[src/rtl/icache_dataram_port_sched.sv]
// Single-port icache data-array scheduler: line-granular arbitration between
// MSHR line reads and downstream linefill beats, with read starvation relief.
module icache_dataram_port_sched #(
  parameter int WAY_NUM    = 2,
  parameter int INDEX_W    = 7,
  parameter int TXNID_W    = 5,
  parameter int ENTRY_W    = 3,
  parameter int DATA_W     = 128,
  parameter int BEATS      = 4,
  parameter int RD_LAT     = 1,
  parameter int STARVE_MAX = 8,
  localparam int WAY_W     = (WAY_NUM > 1) ? $clog2(WAY_NUM) : 1,
  localparam int BEAT_W    = $clog2(BEATS)
) (
  input  logic               clk,
  input  logic               rst,
  input  logic               rd_vld,
  output logic               rd_rdy,
  input  logic [WAY_W-1:0]   rd_way,
  input  logic [INDEX_W-1:0] rd_index,
  input  logic [TXNID_W-1:0] rd_txnid,
  input  logic               fill_vld,
  output logic               fill_rdy,
  input  logic [WAY_W-1:0]   fill_way,
  input  logic [INDEX_W-1:0] fill_index,
  input  logic [ENTRY_W-1:0] fill_entry_id,
  input  logic [DATA_W-1:0]  fill_data,
  input  logic               fill_last,
  output logic               ram_en,
  output logic               ram_wr,
  output logic [WAY_W-1:0]   ram_way,
  output logic [INDEX_W-1:0] ram_index,
  output logic [BEAT_W-1:0]  ram_beat,
  output logic [DATA_W-1:0]  ram_wdata,
  output logic               rd_resp_vld,
  output logic [TXNID_W-1:0] rd_resp_txnid,
  output logic               rd_resp_last,
  output logic               linefill_done,
  output logic [ENTRY_W-1:0] linefill_done_idx,
  output logic               fill_err
);

  localparam int SC_W = $clog2(STARVE_MAX + 1);
  localparam logic [BEAT_W-1:0] LAST_BEAT  = BEAT_W'(BEATS - 1);
  localparam logic [SC_W-1:0]   STARVE_SAT = SC_W'(STARVE_MAX);

  typedef enum logic [1:0] {
    S_IDLE,
    S_READ,
    S_FILL
  } state_t;

  state_t             state, state_nxt;
  logic [BEAT_W-1:0]  beat_cnt, beat_nxt;
  logic [SC_W-1:0]    starve_cnt;

  logic [WAY_W-1:0]   lat_way;
  logic [INDEX_W-1:0] lat_index;
  logic [TXNID_W-1:0] lat_txnid;
  logic [ENTRY_W-1:0] lat_entry;

  logic               fill_win;
  logic               rd_take;
  logic               fill_take;
  logic               fill_end;
  logic               fill_bad;
  logic               rd_issue;
  logic [ENTRY_W-1:0] done_entry;

  logic               done_q;
  logic [ENTRY_W-1:0] done_idx_q;
  logic               err_q;

  logic               pipe_vld   [RD_LAT];
  logic [TXNID_W-1:0] pipe_txnid [RD_LAT];
  logic               pipe_last  [RD_LAT];

  always_comb begin
    state_nxt  = state;
    beat_nxt   = beat_cnt;
    rd_rdy     = 1'b0;
    fill_rdy   = 1'b0;
    ram_en     = 1'b0;
    ram_wr     = 1'b0;
    ram_way    = '0;
    ram_index  = '0;
    ram_beat   = '0;
    ram_wdata  = '0;
    fill_win   = 1'b0;
    rd_take    = 1'b0;
    fill_take  = 1'b0;
    fill_end   = 1'b0;
    fill_bad   = 1'b0;
    rd_issue   = 1'b0;
    done_entry = lat_entry;
    if (!rst) begin
      case (state)
        S_IDLE: begin
          fill_win = fill_vld & ~(rd_vld & (starve_cnt == STARVE_SAT));
          if (fill_win) begin
            fill_rdy  = 1'b1;
            fill_take = 1'b1;
            ram_en    = 1'b1;
            ram_wr    = 1'b1;
            ram_way   = fill_way;
            ram_index = fill_index;
            ram_wdata = fill_data;
            // Beat 0 can never be the final beat, so a last here is a protocol error
            fill_bad  = fill_last;
            if (fill_last) begin
              fill_end   = 1'b1;
              done_entry = fill_entry_id;
            end else begin
              state_nxt = S_FILL;
              beat_nxt  = BEAT_W'(1);
            end
          end else if (rd_vld) begin
            rd_rdy    = 1'b1;
            rd_take   = 1'b1;
            state_nxt = S_READ;
            beat_nxt  = '0;
          end
        end
        S_FILL: begin
          fill_rdy = 1'b1;
          if (fill_vld) begin
            fill_take = 1'b1;
            ram_en    = 1'b1;
            ram_wr    = 1'b1;
            ram_way   = lat_way;
            ram_index = lat_index;
            ram_beat  = beat_cnt;
            ram_wdata = fill_data;
            fill_bad  = fill_last != (beat_cnt == LAST_BEAT);
            if (fill_last) begin
              fill_end  = 1'b1;
              state_nxt = S_IDLE;
              beat_nxt  = '0;
            end else begin
              beat_nxt = beat_cnt + 1'b1;
            end
          end
        end
        S_READ: begin
          rd_issue  = 1'b1;
          ram_en    = 1'b1;
          ram_way   = lat_way;
          ram_index = lat_index;
          ram_beat  = beat_cnt;
          if (beat_cnt == LAST_BEAT) begin
            state_nxt = S_IDLE;
            beat_nxt  = '0;
          end else begin
            beat_nxt = beat_cnt + 1'b1;
          end
        end
        default: state_nxt = S_IDLE;
      endcase
    end
  end

  always_ff @(posedge clk) begin
    if (rst) begin
      state      <= S_IDLE;
      beat_cnt   <= '0;
      starve_cnt <= '0;
      lat_way    <= '0;
      lat_index  <= '0;
      lat_txnid  <= '0;
      lat_entry  <= '0;
      done_q     <= 1'b0;
      done_idx_q <= '0;
      err_q      <= 1'b0;
    end else begin
      state    <= state_nxt;
      beat_cnt <= beat_nxt;
      if (rd_take || !rd_vld) begin
        starve_cnt <= '0;
      end else if (starve_cnt != STARVE_SAT) begin
        starve_cnt <= starve_cnt + 1'b1;
      end
      if (rd_take) begin
        lat_way   <= rd_way;
        lat_index <= rd_index;
        lat_txnid <= rd_txnid;
      end
      if (fill_take && state == S_IDLE) begin
        lat_way   <= fill_way;
        lat_index <= fill_index;
        lat_entry <= fill_entry_id;
      end
      done_q     <= fill_end;
      done_idx_q <= fill_end ? done_entry : '0;
      if (fill_bad) begin
        err_q <= 1'b1;
      end
    end
  end

  // Response shift line runs independently of the FSM so it can overlap a following fill
  always_ff @(posedge clk) begin
    if (rst) begin
      for (int unsigned i = 0; i < RD_LAT; i++) begin
        pipe_vld[i]   <= 1'b0;
        pipe_txnid[i] <= '0;
        pipe_last[i]  <= 1'b0;
      end
    end else begin
      pipe_vld[0]   <= rd_issue;
      pipe_txnid[0] <= rd_issue ? lat_txnid : '0;
      pipe_last[0]  <= rd_issue & (beat_cnt == LAST_BEAT);
      for (int unsigned i = 1; i < RD_LAT; i++) begin
        pipe_vld[i]   <= pipe_vld[i-1];
        pipe_txnid[i] <= pipe_txnid[i-1];
        pipe_last[i]  <= pipe_last[i-1];
      end
    end
  end

  assign rd_resp_vld       = pipe_vld[RD_LAT-1] & ~rst;
  assign rd_resp_txnid     = pipe_txnid[RD_LAT-1] & {TXNID_W{~rst}};
  assign rd_resp_last      = pipe_last[RD_LAT-1] & ~rst;
  assign linefill_done     = done_q & ~rst;
  assign linefill_done_idx = done_idx_q & {ENTRY_W{~rst}};
  assign fill_err          = err_q & ~rst;

endmodule

[config.mk]
export PLATFORM = sky130hd
export DESIGN_NAME = icache_dataram_port_sched
export DESIGN_NICKNAME = d
export VERILOG_FILES = /design/src/rtl/icache_dataram_port_sched.sv
export SDC_FILE = /design/constraint.sdc
export NUM_CORES = 1
export LEC_CHECK = 0
export ABC_AREA = 1
export BUFFER_PORTS_ARGS = -buffer_cell sky130_fd_sc_hd__buf_4
export CAP_MARGIN = 10
export CORE_AREA = 2 2 120 122
export DETAILED_ROUTE_END_ITERATION = 6
export DIE_AREA = 0 0 122 124
export PLACE_DENSITY_LB_ADDON = 0.1
export SETUP_SLACK_MARGIN = 0.15
export SLEW_MARGIN = 10
export SYNTH_ARGS = -nofsm -noshare
export SYNTH_HDL_FRONTEND = slang
export SYNTH_SLANG_ARGS = --single-unit
[constraint.sdc]
create_clock -name clk -period 1.8 [get_ports clk]
set_clock_uncertainty 0.2 [all_clocks]
set_input_delay 0.36 -clock clk [delete_from_list [all_inputs] [get_ports clk]]
set_output_delay 0.36 -clock clk [all_outputs]
set_load 0.05 [all_outputs]
==> results of run 1 <==
[layout make-up]
cell class              instances  share of cell area [%]
repair buffers                371                    46.2
diodes                          1                  0.0328
well taps                     180                    2.95
flip-flops and latches         36                    9.57
inverters                     191                    9.67
clock buffers                   5                    1.64
multi-input cells             308                    29.4
clock inverters                 3                   0.557
[cell usage after synthesis, types with 5 or more instances]
library cell  number  area, um2
ha_1               7       87.6
inv_1            188        706
o21ai_0           12       60.1
dfxtp_1           36        721
nor2_1           143        537
clkbuf_1           5       18.8
nand4_1            9       56.3
nand3_1           14       70.1
o22ai_1            7       43.8
a21oi_1           30        150
nor2_2            27        169
buf_2             12       60.1
nand2_1           43        161
[cells by family (layout without fill, tap and decap cells)]
| logic type | count (synthesis) | after routing | share of synthesized area [%] |
|---|---|---|---|
| buf+inv | 219 | 570 | 29.6 |
| fa+ha+maj | 7 | 7 | 2.80 |
| other cells | 0 | 1 | 0 |
| xor+xnor | 2 | 2 | 0.560 |
| simple gates | 248 | 248 | 35.4 |
| compound gates | 51 | 51 | 8.64 |
| flops | 36 | 36 | 23.0 |
[path summary, 6_finish.rpt]
check	start	endpoint	slack, ns
min	rd_txnid[3]	lat_txnid[3]	0.14
max	starve_cnt[0]	ram_wdata[66]	-0.65
min reg2reg	lat_txnid[4]	pipe_txnid[0][4]	0.24
max reg2reg	starve_cnt[0]	state[1]	-0.09
[state kept, by name (all words and copies together), names as in the netlist, 2 cells and up]
signal      cells
pipe_txnid      5
done_idx_q      3
beat_cnt        2
lat_txnid       5
state           2
lat_index       7
lat_entry       3
starve_cnt      4
[timing repair]
action                     4_1_cts  5_1_grt
resized for setup              143      135
setup endpoints to repair      166      167
hold buffers                     0        0
pin swaps                        1        6
setup buffers                    0       10
cloned                           0        4
[through the flow]
stage	hold WS, ns	util, %
2_1_floorplan	0.216	-
3_3_place_gp	0.226	46.5
3_5_place_dp	0.229	46.5
4_1_cts	0.151	51.4
5_1_grt	0.146	55.6
6_report	0.144	55.6
[worst register-to-register path, cell delays in order (launching register included)]
cell and delay [ns]:
dfxtp_2 0.33, inv_2 0.05, ha_4 0.16, nand4_4 0.08, nand3_4 0.09, buf_4 0.15
buf_8 0.13, inv_4 0.06, buf_6 0.10, nand2_4 0.07, buf_6 0.14, nand3_4 0.08
nand2_1 0.06, a21oi_1 0.13
[metal layers]
layer / track usage [%] / up-vias
met5: 0 / -
met4: 5.32 / 0
met3: 3.89 / 29
met2: 36.0 / 166
met1: 21.8 / 2094
li1: - / 2295
[power by group through the flow]
stage | Clock [mW] | Sequential (mW) | Combinational, mW
global route | 1.04 | 0.894 | 3.07
global placement | 0 | 0.902 | 2.46
detailed placement | 0 | 0.904 | 2.48
finish | 0.997 | 0.888 | 2.91
floorplan | 0 | 0.902 | 1.59
CTS | 1.02 | 0.888 | 2.65
==> results_dict.tcl, run 1 <==
set metrics [dict create \
    fill_cells 1304 \
    mostFrequentLayoutCells "buf_4 (209), inv_1 (180), buf_6 (146)" \
    die_x_um 122 \
    p_comb_share_pct 60.7 \
    cts.sinks 36 \
    grt_max_degree 41 \
    antenna_found_initial 0 \
    r2r.worst_path.cells 13 \
    ys_ff_latch 36 \
    dp_hpwl_um 13200 \
    first_pass_iters 4 \
    p_switching_mw 2.14 \
    hold_class "in2reg" \
    dr_total_vias 4584 \
    syn-num-nets 727 \
    ys_seq_area_share_pct 23.0 \
    critPathMaxStageDelay_ns 0.33 \
    cp-start-kind "flip-flop" \
    fin_ws_ns -0.652 \
    wl_met3_um 1120 \
    row_count 43 \
    wl_met1_um 6020 \
    dpl_cell_area_um2 6380 \
    crit_buf_inv 5 \
    vias_per_cell 4.19 \
    fmax_ghz 0.408 \
    wl_um 16700 \
    hold_depth 3 \
    instances_no_fill 1095 \
    wl_met2_um 9120 \
    cp-end-kind "output port" \
    antenna_left 0 \
    tns_ns -82.59 \
    crit_type "reg2out" \
    cp_num_cells 11 \
    clockBufferDepth 2 \
    ir_worst_vdd_mv 0.415 \
    synth_flop_cell "dfxtp_1" \
    grt_pass1_vias 4351 \
    hold_viol 0 \
    worst_pin_slew_ns 0.265 \
    start_util_pct 22.8 \
    clk_pin_slew_ns 0.06 \
    postSynthCellCount 563 \
    dieArea_um2 15100 \
    crit_arrival_ns 1.89 \
    final_common_cell "buf_4" \
    port_buffers 310 \
    totalPowerFinal_mw 4.80 \
    setup_violations 155 \
    ys_types 32 \
    ios 311 \
    status "complete, but fails checks" \
    synth_edf_count 0 \
    p_clk_share_pct 20.8 \
    slew_viol_final 0 \
    powerDensity_nw_per_um2 628 \
    routabilityCongestion 0.850 \
    die_h_um 124 \
    power.leakage_nw 3.99 \
    cts_buffers 5 \
    netlist_area_um2 3130 \
    grt_pass1_wl_um 22600 \
    grt-ovfl-total 0 \
    core_area_um2 13700 \
    worstPathCellList "inv_2 > ha_4 > nand4_4 > nand3_4 > nand2_4 > inv_4 > nor2_4 > inv_8 > buf_12 > nor2_1 > buf_6" \
    async_flop_share_pct 0 \
    worstPathRequired_ns 1.24 \
    avgSynthCellArea_um2 5.56 \
    grt_util_all_layers_pct 19.1 \
    crit_path_max_fanout 23 \
    swShare_pct 44.6 \
    rsz0062_at_grt "true" \
    post-route-drc-count 0 \
    cts_tree "done" \
    pre_cts_ws_ns -0.394 \
    nNetsFinal 1077 \
    cp_slowest_cell "dfxtp_2" \
    ys_warn_count 0 \
    htreeDepth 2 \
    multi_input_area_um2 2250 \
    area_growth_pct 144 \
    max_cap_viol_count 0 \
    root_buffer "clkbuf_16" \
    wl_per_cell_um 15.2 \
    min_period_ns 2.45 \
    seq_power_share_pct 18.5 \
    path_delay_family "buffers and inverters" \
    dp.cells 1072 \
    min_period_over_period_pct 136 \
    highest_layer "met4" \
    p_int_mw 2.66 \
    drive_above_1_share_pct 60.3 \
    violations "negative setup slack" \
    relSlewSlack_pct 82.3 \
    finalInstanceArea_um2 7630 \
    seqCellArea_um2 731 \
    clock_latency_ns 0.28 \
    drt_iter0_drc 113 \
]
Note: power is estimated with default switching activity, not from simulation.
==> run 2, diff against run 1 <==
Settings changed: CAP_MARGIN 10 to unset, CORE_AREA 2 2 120 122 to 2 2 122 124, DIE_AREA 0 0 122 124 to 0 0 124 126.
Clock period 1.8 ns to 3.1 ns, I/O delays scaled along.
==> results_dict.tcl, run 2 (synthesis results as in run 1) <==
set metrics [dict create \
    cp-start-kind "flip-flop" \
    worstPathCellList "inv_1 > ha_1 > nand4_2 > nand3_4 > nand2_8 > inv_2 > nor2_4 > buf_12 > clkinv_4 > buf_4 > nor2_2 > buf_4" \
    setup_violations 0 \
    core_area_um2 14300 \
    dp.cells 1041 \
    hold_class "reg2reg" \
    row_count 44 \
    nNetsFinal 1041 \
    fill_cells 1476 \
    cp_slowest_cell "dfxtp_2" \
    dp_hpwl_um 13000 \
    p_switching_mw 1.14 \
    grt_pass1_wl_um 22800 \
    fmax_ghz 0.344 \
    grt-ovfl-total 0 \
    crit_arrival_ns 2.09 \
    dieArea_um2 15600 \
    power.leakage_nw 3.66 \
    seq_power_share_pct 20.3 \
    p_int_mw 1.39 \
    grt_max_degree 32 \
    crit_path_max_fanout 6 \
    antenna_left 0 \
    crit_buf_inv 6 \
    ir_worst_vdd_mv 0.300 \
    slew_viol_final 0 \
    grt_pass1_vias 4162 \
    status "finished, final reports clean" \
    cts.sinks 36 \
    antenna_found_initial 1 \
    p_comb_share_pct 57.2 \
    die_x_um 124 \
    reg_top3 "lat_index x7, lat_txnid x5, pipe_txnid x5" \
    max_cap_viol_count 0 \
    dpl_cell_area_um2 6010 \
    area_growth_pct 111 \
    first_pass_iters 4 \
    min_period_over_period_pct 93.7 \
    routabilityCongestion 0.908 \
    drt_iter0_drc 121 \
    mostFrequentLayoutCells "buf_4 (267), inv_1 (188), nor2_2 (95)" \
    wl_um 16000 \
    vias_per_cell 4.10 \
    powerDensity_nw_per_um2 385 \
    cp-end-kind "output port" \
    holdWs_ns 0.231 \
    post-route-drc-count 0 \
    root_buffer "clkbuf_16" \
    clock_latency_ns 0.27 \
    top_register "lat_index" \
    worst_pin_slew_ns 0.479 \
    critPathMaxStageDelay_ns 0.35 \
    p_clk_share_pct 22.5 \
    cts_tree "done" \
    cts_buffers 5 \
    clk_pin_slew_ns 0.06 \
    start_util_pct 21.9 \
    port_buffers 310 \
    instances_no_fill 1063 \
    swShare_pct 45.1 \
    min_period_ns 2.91 \
    crit_type "reg2out" \
    htreeDepth 2 \
    relSlewSlack_pct 67.8 \
    path_delay_family "buffers and inverters" \
    largest_register_ffs 7 \
    clockBufferDepth 2 \
    hold_viol 0 \
    die_h_um 126 \
    wl_per_cell_um 15.1 \
    hold_buffers 0 \
    worstPathRequired_ns 2.28 \
    critPathMostFrequentCell "buf_4" \
    final_common_cell "buf_4" \
    dr_total_vias 4359 \
    drive_above_1_share_pct 55.1 \
    rsz0062_at_grt "true" \
    grt_util_all_layers_pct 18.9 \
    postLayoutCoreUtil_pct 46.1 \
    finalInstanceArea_um2 6590 \
    ios 311 \
]
==> run 2: final timing paths <==
check	from	to	slack [ns]	cells past startpoint
max reg2reg	starve_cnt[0]	beat_cnt[0]	0.90	10
min reg2reg	lat_txnid[4]	pipe_txnid[0][4]	0.23	2
min	lat_txnid[4]	pipe_txnid[0][4]	0.23	2
max	starve_cnt[0]	ram_wdata[37]	0.19	12
==> run 2: final cells by class <==
cell class	count	area (um2)	area share, %
Sequential cell	36	723	11.0
Antenna cell	1	2.50	0.0380
Timing Repair inverter	2	15.0	0.228
Clock buffer	5	125	1.90
Timing Repair Buffer	333	2830	42.9
Multi-Input combinational cell	308	1900	28.9
Tap cell	184	230	3.49
Inverter	191	724	11.0
Clock inverter	3	42.5	0.645
==> run 2: routing by layer <==
| layer | routed length, um | track usage [%] |
|---|---|---|
| met1 | 6690 | 24.3 |
| met2 | 7340 | 30.6 |
| met3 | 1690 | 6.75 |
| met4 | 301 | 3.83 |
| met5 | 0 | 0 |
==> run 2: worst register-to-register path: stages, from the launching register on <==
cell and delay (ns):
dfxtp_2 0.33, inv_1 0.08, ha_1 0.19, nand4_2 0.14
nand3_4 0.13, buf_4 0.19, inv_1 0.09, nand2_1 0.29
nand3_1 0.21, o21ai_0 0.21, nor2_1 0.05
==> run 2: per-stage QoR <==
step           power [mW]  setup TNS [ns]  setup slack [ns]
6_report             2.54               0             0.194
5_1_grt              2.67               0             0.109
4_1_cts              2.51               0             0.153
3_5_place_dp         1.87               0             0.260
3_3_place_gp         1.86               0             0.290
2_1_floorplan        1.43          -0.447            -0.223
==> run 2: power groups by stage <==
stage | registers, mW | clock network (mW) | logic, mW
floorplan | 0.520 | 0 | 0.911
global placement | 0.523 | 0 | 1.34
detailed placement | 0.524 | 0 | 1.35
CTS | 0.514 | 0.585 | 1.41
global route | 0.519 | 0.607 | 1.54
finish | 0.515 | 0.572 | 1.45
==> run 2: what timing repair did <==
action	4_1_cts	5_1_grt
pin swaps	3	1
gates cloned	2	2
buffers inserted	3	6
endpoints found under the setup margin	112	34
resized for setup	42	28
==> run 3, diff against run 2 <==
Settings changed: ABC_AREA 1 to unset, CORE_AREA 2 2 122 124 to 2 2 120 122, DIE_AREA 0 0 124 126 to 0 0 122 124.
==> results_dict.tcl, run 3 <==
set metrics [dict create \
    worstPathCellList "inv_1 > ha_2 > nand3_2 > a21oi_4 > buf_12 > buf_12 > buf_16 > and2_1 > buf_6" \
    antenna_found_initial 0 \
    synth_flop_cell "dfxtp_1" \
    root_buffer "clkbuf_16" \
    r2r_slack_ns 0.94 \
    synthTopCellsByArea "and2_1 (30%), dfxtp_1 (26%), nand2_1 (3.8%)" \
    nNetsFinal 837 \
    endpoint "ram_wdata[47]" \
    critPathMostFrequentCell "buf_12" \
    hold_class "reg2reg" \
    ys_types 46 \
    diodes 0 \
    async_flop_share_pct 0 \
    min_period_over_period_pct 92.1 \
    dp_hpwl_um 13200 \
    grt_pass1_vias 3624 \
    cts_buffers 5 \
    first_pass_iters 4 \
    max_cap_viol_count 0 \
    ios 311 \
    worst_pin_slew_ns 0.407 \
    top_register "lat_index" \
    cts.sinks 36 \
    ys_warn_count 0 \
    die_x_um 122 \
    antenna_left 0 \
    hold_viol 0 \
    slew_viol_final 0 \
    crit_type "reg2out" \
    worstPathRequired_ns 2.28 \
    routabilityCongestion 0.843 \
    ir_worst_vdd_mv 0.169 \
    netlist_area_um2 2780 \
    synth_edf_count 0 \
    post-synth-top-count-cell "and2_1" \
    fmax_ghz 0.350 \
    dp.cells 837 \
    cts_tree "done" \
    avgSynthCellArea_um2 7.65 \
    ys_ff_latch 36 \
    r2r.worst_path.cells 7 \
    port_buffers 310 \
    final_common_cell "buf_4" \
    instances_no_fill 854 \
    area_growth_pct 114 \
    crit_arrival_ns 2.03 \
    dieArea_um2 15100 \
    postSynthCellCount 363 \
    min_period_ns 2.85 \
    clockBufferDepth 2 \
    relSlewSlack_pct 72.8 \
    grt_util_all_layers_pct 18.9 \
    reg2reg_to "done_idx_q[1]" \
    mostFrequentLayoutCells "buf_4 (259), and2_1 (109), buf_6 (62)" \
    drive_above_1_share_pct 58.0 \
    drt_iter0_drc 136 \
    cp_slowest_cell "dfxtp_1" \
    critPathMaxStageDelay_ns 0.35 \
    vias_per_cell 4.32 \
    cp-start-kind "flip-flop" \
    tns_ns 0 \
    status "finished, final reports clean" \
    grt_max_degree 39 \
    grt-ovfl-total 0 \
    die_h_um 124 \
    hold_start "lat_txnid[3]" \
    syn-num-nets 527 \
    ys_seq_area_share_pct 26.0 \
    synth_commonest_cells "and2_1 (134), dfxtp_1 (36), nand2_1 (28)" \
    netlist.top_cell.by_area "and2_1" \
    row_count 43 \
    totalPowerFinal_mw 2.63 \
    core_area_um2 13700 \
    clock_latency_ns 0.28 \
    htreeDepth 2 \
    largest_register_ffs 7 \
    dr_total_vias 3688 \
    power.leakage_nw 2.97 \
    post-route-drc-count 0 \
    crit_path_max_fanout 27 \
    reg_top3 "lat_index x7, lat_txnid x5, pipe_txnid x5" \
    start_util_pct 20.2 \
    worstSetupStartpoint "state[0]" \
    r2r_start "starve_cnt[0]" \
    clk_pin_slew_ns 0.06 \
    wl_per_cell_um 18.7 \
    powerDensity_nw_per_um2 443 \
    grt_pass1_wl_um 21100 \
    setup_violations 0 \
    cp-end-kind "output port" \
    rsz0062_at_grt "false" \
    synth_top_area_share_pct 30.2 \
    wl_um 16000 \
]
-- run 3: changes by cell type in the layout (fill, tap and decap cells not counted), sizes merged, moves of 10 or more --
cell	before	now
a21oi	30	16
nand2	44	28
and2	1	134
o21ai	12	2
a211oi	0	10
nand3	16	4
inv	192	10
nand4	10	0
nor2	171	23
nor2b	0	14
-- run 3: power by group --
| part | total (mW) | switching (mW) | internal [mW] |
|---|---|---|---|
| combinational | 1.60 | 0.967 | 0.634 |
| sequential | 0.525 | 0.0229 | 0.502 |
| clock | 0.508 | 0.210 | 0.299 |
-- run 3: final cells by class --
cell class              instances  area [um2]
clock buffers                   5         125
clock inverters                 3        23.8
fillers                      1409        7780
inverters                      10        37.5
multi-input cells             290        1970
flip-flops and latches         36         723
well taps                     180         225
repair buffers                330        2840
-- run 3: worst min path at each step --
stage                                  end  slack (ns)  cells past startpoint
after floorplan           pipe_txnid[0][0]        0.23                      1
after global placement    pipe_txnid[0][4]        0.24                      1
after detailed placement  pipe_txnid[0][3]        0.24                      1
after CTS                 pipe_txnid[0][3]        0.26                      1
after global routing      pipe_txnid[0][1]        0.28                      1
final                     pipe_txnid[0][3]        0.26                      1
-- run 3: critical path, delay by kind of cell (launching register included) --
family                     cells  cell delay, ns
buffers and inverters          5            0.66
DFF                            1            0.35
and+or+nand+nor                2            0.30
adders and majority gates      1            0.27
AOI/OAI and AO/OA              1            0.16
-- run 3: metrics by stage --
step / setup WS, ns / hold WS, ns / instance area (um2) / util, %
2_1_floorplan: 0.292 / 0.230 / 2780 / -
3_3_place_gp: 0.225 / 0.241 / 5310 / 38.7
3_5_place_dp: 0.159 / 0.242 / 5310 / 38.7
4_1_cts: 0.128 / 0.258 / 5720 / 41.7
5_1_grt: 0.144 / 0.278 / 5940 / 43.3
6_report: 0.246 / 0.256 / 5940 / 43.3
-- run 3: cells by family after synthesis --
family | count (synthesis) | synth area share (%)
muxes | 4 | 1.71
buffers and inverters | 37 | 6.67
and+or+nand+nor | 228 | 47.6
adders and majority gates | 7 | 3.15
AOI/OAI and AO/OA | 48 | 14.0
DFF | 36 | 26.0
xor gates and xnor gates | 3 | 0.947
-- run 3: timing repair --
item,4_1_cts,5_1_grt
hold endpoints to repair,0,0
gates cloned,1,2
hold buffers,0,0
endpoints found under the setup margin,135,131
pin swaps,3,4
gates resized for setup,42,58
setup buffers,5,1
-- run 3: per-layer routing --
layer | vias up | part of all wire, % | GRT usage [%]
met5 | - | 0 | 0
li1 | 1802 | - | -
met2 | 180 | 52 | 34.7
met1 | 1695 | 33 | 18.5
met3 | 11 | 14 | 12.0
met4 | 0 | 0.90 | 2.30
